===== config.mk =====
export PLATFORM = sky130hd
export DESIGN_NAME = rc_pwm_capture
export DESIGN_NICKNAME = d
export VERILOG_FILES = /design/src/rtl/rc_pwm_capture.sv
export SDC_FILE = /design/constraint.sdc
export NUM_CORES = 1
export LEC_CHECK = 0
export ABC_AREA = 1
export ABC_CLOCK_PERIOD_IN_PS = 3700
export CELL_PAD_IN_SITES_DETAIL_PLACEMENT = 1
export CELL_PAD_IN_SITES_GLOBAL_PLACEMENT = 1
export CORE_ASPECT_RATIO = 2
export CORE_UTILIZATION = 40
export CTS_CLUSTER_DIAMETER = 50
export DETAILED_ROUTE_END_ITERATION = 6
export PLACE_DENSITY = 0.86
export SETUP_SLACK_MARGIN = 0.2
export SLEW_MARGIN = 40
export SYNTH_ARGS = -nofsm -noshare
export SYNTH_HDL_FRONTEND = slang
export SYNTH_SLANG_ARGS = --single-unit

===== constraint.sdc =====
create_clock -name CLK -period 3.7 [get_ports CLK]
set_input_delay 0.925 -clock CLK [delete_from_list [all_inputs] [get_ports CLK]]
set_output_delay 0.925 -clock CLK [all_outputs]
set_load 0.01 [all_outputs]

===== src/rtl/rc_pwm_capture.sv =====
// N-channel RC receiver pulse-width capture: synchronise, deglitch, measure high time
// in microsecond ticks, range-check, publish with strobe, and flag loss of signal.
module rc_pwm_capture #(
    parameter int NCH        = 4,
    parameter int CLK_DIV    = 25,
    parameter int FILT_LEN   = 4,
    parameter int MIN_US     = 800,
    parameter int MAX_US     = 2200,
    parameter int TIMEOUT_US = 50000
) (
    input  logic              CLK,
    input  logic              RST,
    input  logic [NCH-1:0]    RC_IN,
    output logic [12*NCH-1:0] WIDTH,
    output logic [NCH-1:0]    NEW,
    output logic [NCH-1:0]    VALID,
    output logic              FAILSAFE
);

    localparam int               PRE_W     = (CLK_DIV > 1) ? $clog2(CLK_DIV) : 1;
    localparam logic [PRE_W-1:0] PRE_MAX   = PRE_W'(CLK_DIV - 1);
    localparam logic [3:0]       FILT_MAX  = 4'(FILT_LEN - 1);
    localparam logic [11:0]      MIN_W     = 12'(MIN_US);
    localparam logic [11:0]      MAX_W     = 12'(MAX_US);
    localparam logic [15:0]      TO_MAX    = 16'(TIMEOUT_US);

    typedef enum logic [1:0] {
        ST_IDLE     = 2'd0,
        ST_HIGH     = 2'd1,
        ST_WAIT_LOW = 2'd2
    } ch_state_e;

    logic [PRE_W-1:0] presc_r;
    logic             tick_s;
    logic             failsafe_r;

    assign tick_s   = (presc_r == PRE_MAX);
    assign FAILSAFE = failsafe_r;

    // Shared microsecond prescaler
    always_ff @(posedge CLK) begin
        if (RST) begin
            presc_r <= {PRE_W{1'b0}};
        end else if (tick_s) begin
            presc_r <= {PRE_W{1'b0}};
        end else begin
            presc_r <= presc_r + PRE_W'(1);
        end
    end

    // Failsafe flag lags the channel valid bits by one cycle
    always_ff @(posedge CLK) begin
        if (RST) begin
            failsafe_r <= 1'b1;
        end else begin
            failsafe_r <= ~(&VALID);
        end
    end

    for (genvar i = 0; i < NCH; i++) begin : g_ch
        logic        sync1_r;
        logic        sync2_r;
        logic        filt_r;
        logic        filt_d_r;
        logic [3:0]  filt_cnt_r;
        logic        rise_s;
        logic        fall_s;
        ch_state_e   state_r;
        ch_state_e   state_s;
        logic [11:0] wcnt_r;
        logic [11:0] wcnt_s;
        logic [11:0] wcnt_inc_s;
        logic        accept_s;
        logic [15:0] to_cnt_r;
        logic [15:0] to_cnt_s;
        logic [11:0] width_r;
        logic        new_r;
        logic        valid_r;

        assign rise_s = filt_r & ~filt_d_r;
        assign fall_s = ~filt_r & filt_d_r;

        assign WIDTH[12*i +: 12] = width_r;
        assign NEW[i]            = new_r;
        assign VALID[i]          = valid_r;

        // Two-flop synchroniser followed by a run-length level filter
        always_ff @(posedge CLK) begin
            if (RST) begin
                sync1_r    <= 1'b0;
                sync2_r    <= 1'b0;
                filt_r     <= 1'b0;
                filt_d_r   <= 1'b0;
                filt_cnt_r <= 4'd0;
            end else begin
                sync1_r  <= RC_IN[i];
                sync2_r  <= sync1_r;
                filt_d_r <= filt_r;
                if (sync2_r == filt_r) begin
                    filt_cnt_r <= 4'd0;
                end else if (filt_cnt_r == FILT_MAX) begin
                    filt_r     <= ~filt_r;
                    filt_cnt_r <= 4'd0;
                end else begin
                    filt_cnt_r <= filt_cnt_r + 4'd1;
                end
            end
        end

        // Channel FSM next state, width counting and acceptance decision
        always_comb begin
            state_s    = state_r;
            wcnt_s     = wcnt_r;
            accept_s   = 1'b0;
            // a tick landing on the fall cycle still belongs to the pulse
            wcnt_inc_s = tick_s ? (wcnt_r + 12'd1) : wcnt_r;
            case (state_r)
                ST_IDLE: begin
                    if (rise_s) begin
                        wcnt_s  = 12'd0;
                        state_s = ST_HIGH;
                    end else begin
                        state_s = ST_IDLE;
                    end
                end
                ST_HIGH: begin
                    wcnt_s = wcnt_inc_s;
                    if (fall_s) begin
                        accept_s = (wcnt_inc_s >= MIN_W) && (wcnt_inc_s <= MAX_W);
                        state_s  = ST_IDLE;
                    end else if (wcnt_inc_s > MAX_W) begin
                        state_s = ST_WAIT_LOW;
                    end else begin
                        state_s = ST_HIGH;
                    end
                end
                ST_WAIT_LOW: begin
                    if (fall_s) begin
                        state_s = ST_IDLE;
                    end else begin
                        state_s = ST_WAIT_LOW;
                    end
                end
                default: begin
                    state_s = ST_IDLE;
                end
            endcase
        end

        // Saturating loss-of-signal counter
        always_comb begin
            to_cnt_s = to_cnt_r;
            if (tick_s && (to_cnt_r != TO_MAX)) begin
                to_cnt_s = to_cnt_r + 16'd1;
            end else begin
                to_cnt_s = to_cnt_r;
            end
        end

        // FSM state, counters and published width/strobe/valid
        always_ff @(posedge CLK) begin
            if (RST) begin
                state_r  <= ST_IDLE;
                wcnt_r   <= 12'd0;
                to_cnt_r <= 16'd0;
                width_r  <= 12'd0;
                new_r    <= 1'b0;
                valid_r  <= 1'b0;
            end else begin
                state_r <= state_s;
                wcnt_r  <= wcnt_s;
                new_r   <= accept_s;
                if (accept_s) begin
                    width_r  <= wcnt_inc_s;
                    valid_r  <= 1'b1;
                    to_cnt_r <= 16'd0;
                end else begin
                    to_cnt_r <= to_cnt_s;
                    if (to_cnt_s == TO_MAX) begin
                        valid_r <= 1'b0;
                    end else begin
                        valid_r <= valid_r;
                    end
                end
            end
        end
    end

endmodule

# [After elaboration in Yosys (flattened, before gate mapping)]
# Index checks and enable logic that the tools add are counted.
[op_classes] add_sub_neg=13 magnitude_cmp=12 n_eq_ne=29 mux=52 n_bitwise=21 reduce_logical=38
[ops] cell="12-bit 2-to-1 mux" count=8
[ops] cell="12-bit case mux with 2 select lines" count=4
[ops] cell="16-bit by 1-bit adder with 16-bit output (second input constant)" count=4
[ops] cell="16-bit == test (second input constant)" count=4
[ops] cell="16-bit 2-to-1 mux" count=4
[ops] cell="16-bit != test (second input constant)" count=4
[ops] cell="12-bit by 1-bit adder with 12-bit output (second input constant)" count=4
[ops] cell="12-bit by 10-bit >= comparator with 1-bit output (second input constant)" count=4
[ops] cell="12-bit > comparator (second input constant)" count=4
[ops] cell="12-bit less-or-equal comparator (second input constant)" count=4
[ops] cell="2-bit 2-to-1 mux" count=12
[ops] cell="2-bit case mux with 3 select lines" count=4
[ops] cell="1-bit 2-to-1 mux" count=20
[ops] cell="4-bit by 1-bit adder with 4-bit output (second input constant)" count=4
[ops] cell="4-bit by 2-bit == test with 1-bit output (second input constant)" count=4
[ops] cell="2-bit AND reduction" count=8
[ops] cell="2-bit nonzero test" count=8
[ops] cell="1-bit NOT" count=13
[ops] cell="3-bit OR reduction" count=4
[ops] cell="2-bit OR reduction" count=5
[ops] cell="1-bit AND" count=8
[ops] cell="2-bit by 1-bit == test with 1-bit output (second input constant)" count=4
[ops] cell="2-bit == test (second input constant)" count=4
[ops] cell="1-bit logical AND" count=8
[ops] cell="other kinds (6)" count=15
[word_totals] regBits=214 in_bits=6 out_inout_bits=57 word_cells=211

# [Depth between registers and ports, before layout]
[logic_depth] ltp_word=7 mapped_depth=19 ltp_nobuf=17

# [Worst setup path after synthesis]
# OpenSTA, ideal clock, no wires.
[synth_path] kind="in2reg" startpoint="in RST" endpoint="reg g_ch[1].width_r[0]" setup_time_ns=0.114 arrival_time_ns=2.091 path_slack_ns=1.495 path_stages=6 path_cell_list="clkbuf_1 > clkinv_1 > clkbuf_1 > clkbuf_1 > nand4_1 > nand2_1"
[synth_rtl] item="start, declared" line_no="12" text="input logic RST,"
[synth_rtl] item="end signal, assigned" line_no="174" text="width_r <= wcnt_inc_s;"
[synth_rtl] item="end, declared" line_no="76" text="logic [11:0] width_r;"

# [Worst setup path after layout]
[layout_path] startpoint="reg presc_r[0]" endpoint="reg g_ch[1].to_cnt_r[5]"
[layout_between] elab_chain_cells=7 elab_cells_between_ends=10
[layout_rtl] item="start, declared" line_no="33" text="logic [PRE_W-1:0] presc_r;"
[layout_rtl] item="start signal, assigned" line_no="43" text="presc_r <= {PRE_W{1'b0}};"
[layout_rtl] item="start signal, assigned" line_no="45" text="presc_r <= {PRE_W{1'b0}};"
[layout_rtl] item="start signal, assigned" line_no="47" text="presc_r <= presc_r + PRE_W'(1);"
[layout_rtl] item="5-bit == test *" line_no="37" text="assign tick_s = (presc_r == PRE_MAX);"
[layout_rtl] item="12-bit 2-to-1 mux" line_no="116" text="wcnt_inc_s = tick_s ? (wcnt_r + 12'd1) : wcnt_r;"
[layout_rtl] item="12-bit by 10-bit >= comparator with 1-bit output or 12-bit less-or-equal comparator (tied branches)" line_no="129" text="accept_s = (wcnt_inc_s >= MIN_W) && (wcnt_inc_s <= MAX_W);"
[layout_rtl] item="1-bit logical AND" line_no="129"
[layout_rtl] item="1-bit 2-to-1 mux" line_no="128" text="if (fall_s) begin"
[layout_rtl] item="1-bit 2-to-1 mux" line_no="117" text="case (state_r)"
[layout_rtl] item="2-bit OR reduction (no source line)"
[layout_rtl] item="end signal, assigned" line_no="178" text="to_cnt_r <= to_cnt_s;"
[layout_rtl] item="end, declared" line_no="74" text="logic [15:0] to_cnt_r;"
# Mark *: on every way between the ends. The rest lies on a longest branch, timed or not.
# A chain may end at the register's enable or synchronous reset.

==> metrics.txt <==
status=completed; worst endpoint required time=4.10 ns; global-route wire length before repair=61300 microns; worst vdd ir=around 0.32 mV; critical path launch point type=flop; routability cong.=0.899; number of synthesized register bits=~210; Root Driver=clkbuf_16; PostCTS Resize Cnt=0; async set-or-reset flop fraction in the synthesized netlist=0%; initial antenna violation count=0; Tcrit/Tclk final=between 80% and 90%; Max Slew Vio Count=0; pre-CTS setup slack=0.715 ns; largest fanout on the critical path=33; Period minus WS final=2.98 ns; fill cell count=4083; Main synth FF type=dfxtp_1; Pleak=approximately 5.9 nW; Antenna Nets Post-Route=0; clk_skew=approximately 0.019 ns; Crit Path Category=reg -> reg; port bufs=62; Seq/Total Area, Yosys=34.7%; vias in the first global route=13200; initial drt markers=roughly 380; # Post-CTS Setup Buffers=0; Clock Latency Late Sink=0.53 ns; Mean Syn Cell Area=about 6.3 sq um; CORE AREA=30300 sq um; total wire length=37000 microns; IO Count=63; Final Net Count=around 2000; Synth top area share=34.7%; post-layout utilization of the core=between 40% and 50%; Post-synth EDFFs=0; area occupied by multi-input gates=6620 sq um; clock sink count=about 210; WL/cell=between 15 and 20 microns; Antenna diodes=0; die width=~130 microns; worst hold margin=0.411 ns; Clock Tree Buf Depth=3; DR vias=12400; unrepaired setup endpoints after global routing=false; dominant cell type by area after synthesis=dfxtp_1; post-route setup slack=between 0.7 and 0.8 ns; Power Density=349 nW/um^2; die area=31600 sq um; Post-Route Setup TNS=0 ns; largest net degree at the start of global routing=between 100 and 150; Max Clk Rate=336 MHz; Yosys warning count=0; FF/Latch Area=4280 sq um; synth top area cells=dfxtp_1 35%, nand2_1 19%, inv_1 8.1%; Clock transition at path regs=0.07 ns; number of distinct library cells after synthesis=37; CP Capture Type=flop; average via count per standard cell=between 5 and 6; number of cell rows=90; grt total ovfl=0; worst slew pin tran=0.753 ns; Area Growth Syn to Fin=12.1%; final hold violations=0; detailed placement HPWL=28100 microns; length of the first detailed-routing pass in iterations=4; Hold WC Path Type=reg -> reg; Overall Global Routing Usage=between 20% and 30%; Gate Count Post-Synth=around 2000; CTS tree=yes; drt drc=0; max-cap violations=0; layout cell share with drive strength beyond 1=7.09%; Post-Syn Area=12400 sq um; Initial Util=40.8%; Slew HR=49.8%; number of setup violations in the final report=0; DP Area=roughly 13000 sq um; post-synth net total=just under 2000; arrival time at the worst endpoint=about 3.4 ns; Design Area, Final=13800 sq um; Die Height=approximately 250 microns; TritonCTS Buffers=23; cts-stage hold buffer count=0; # H-tree levels=1
cells in the mapped netlist, types with 9 or more instances:
master,instances
a21oi_1,73
buf_2,16
buf_4,17
buf_6,9
clkbuf_1,22
dfxtp_1,214
ha_1,18
inv_1,265
nand2_1,623
nand2_2,11
nand2_4,9
nand3_1,171
nand4_1,89
nor2_1,223
nor2_2,49
nor3_1,16
o21ai_0,33
xnor2_1,9
xor2_1,35
cell usage in the layout (no fill, tap or decap), types with 4 or more instances in the layout:
| cell | synthesis | final |
|---|---|---|
| ha_1 | 18 | 18 |
| or2_2 | 4 | 4 |
| buf_4 | 17 | 7 |
| nand3b_1 | 4 | 4 |
| nor2_2 | 49 | 51 |
| xnor2_1 | 9 | 9 |
| clkbuf_8 | 0 | 4 |
| a21oi_4 | 4 | 4 |
| nand4_1 | 89 | 89 |
| dfxtp_1 | 214 | 214 |
| nand2_1 | 623 | 623 |
| nand3_1 | 171 | 171 |
| inv_1 | 265 | 265 |
| a21oi_1 | 73 | 73 |
| nor2_1 | 223 | 221 |
| o21ai_1 | 6 | 6 |
| nand2_2 | 11 | 11 |
| clkbuf_16 | 0 | 23 |
| inv_2 | 4 | 4 |
| o21ai_0 | 33 | 33 |
| o21ai_2 | 5 | 5 |
| nor3_1 | 16 | 16 |
| nand2_4 | 9 | 9 |
| clkdlybuf4s50_1 | 0 | 61 |
| xor2_1 | 35 | 35 |
registers in the layout, indices dropped and copies added (netlist names), 5 cells and up:
| signal | count |
|---|---|
| g_ch.width_r | 48 |
| g_ch.filt_cnt_r | 16 |
| g_ch.to_cnt_r | 64 |
| presc_r | 5 |
| g_ch.wcnt_r | 48 |
| g_ch.state_r | 8 |
per-layer routing:
metal / vias up / wire length [microns] / share of wire [%] / global-route usage (%)
met5: - / 0 / 0 / 0
met4: 0 / 1740 / 4.7 / 12.6
met3: 101 / 697 / 1.9 / 2.01
met2: 166 / 21400 / 58 / 49.6
met1: 5945 / 13200 / 36 / 21.6
li1: 6148 / - / - / -
through the flow:
step,power [mW],instances
floorplan,2.43,1952
global placement,2.44,2317
detailed placement,2.45,2317
CTS,4.90,2356
global route,4.97,2357
finish,4.83,2357
critical path: stages (launching register included):
cell      delay [ns]
dfxtp_1         0.34
inv_1           0.07
ha_1            0.15
nand2_2         0.11
nor2_8          0.44
nand3_1         0.24
nor2_2          0.20
nand3b_1        0.11
nand2_2         0.13
nor2_2          0.07
a21oi_4         0.34
nand2_2         0.26
nand2_4         0.30
nor2_1          0.09
power breakdown:
| part | leakage [nW] | switching (mW) | internal, mW | total (mW) |
|---|---|---|---|---|
| sequential | 1.73 | 0.00621 | 2.31 | 2.32 |
| clock | 0.376 | 0.995 | 1.43 | 2.43 |
| combinational | 3.76 | 0.0622 | 0.0182 | 0.0804 |
| total | 5.86 | 1.06 | 3.76 | 4.83 |
final timing paths:
path | start | end | slack, ns | cells after the start
setup / recovery | presc_r[0] | g_ch[1].to_cnt_r[5] | 0.72 | 13
hold reg to reg | g_ch[3].sync1_r | g_ch[3].sync2_r | 0.41 | 2
setup reg to reg | presc_r[0] | g_ch[1].to_cnt_r[5] | 0.72 | 13
hold / removal | g_ch[3].sync1_r | g_ch[3].sync2_r | 0.41 | 2
cells by family (layout without fill, tap and decap cells):
| group | Yosys count | in the layout | share of synthesized area, % |
|---|---|---|---|
| compound gates | 128 | 128 | 5.90 |
| xor+xnor | 44 | 44 | 3.12 |
| fa+ha+maj | 18 | 18 | 1.82 |
| buf+inv | 342 | 379 | 11.8 |
| flops | 214 | 214 | 34.7 |
| simple gates | 1206 | 1206 | 42.7 |
layout make-up:
cell class              instances  area share (%)
multi-input cells            1396            47.8
well taps                     368            3.33
repair buffers                 70            4.97
clock inverters                 9           0.985
flip-flops and latches        214            30.9
inverters                     270            7.36
clock buffers                  30            4.64
Power figures use the tool's default switching activity.
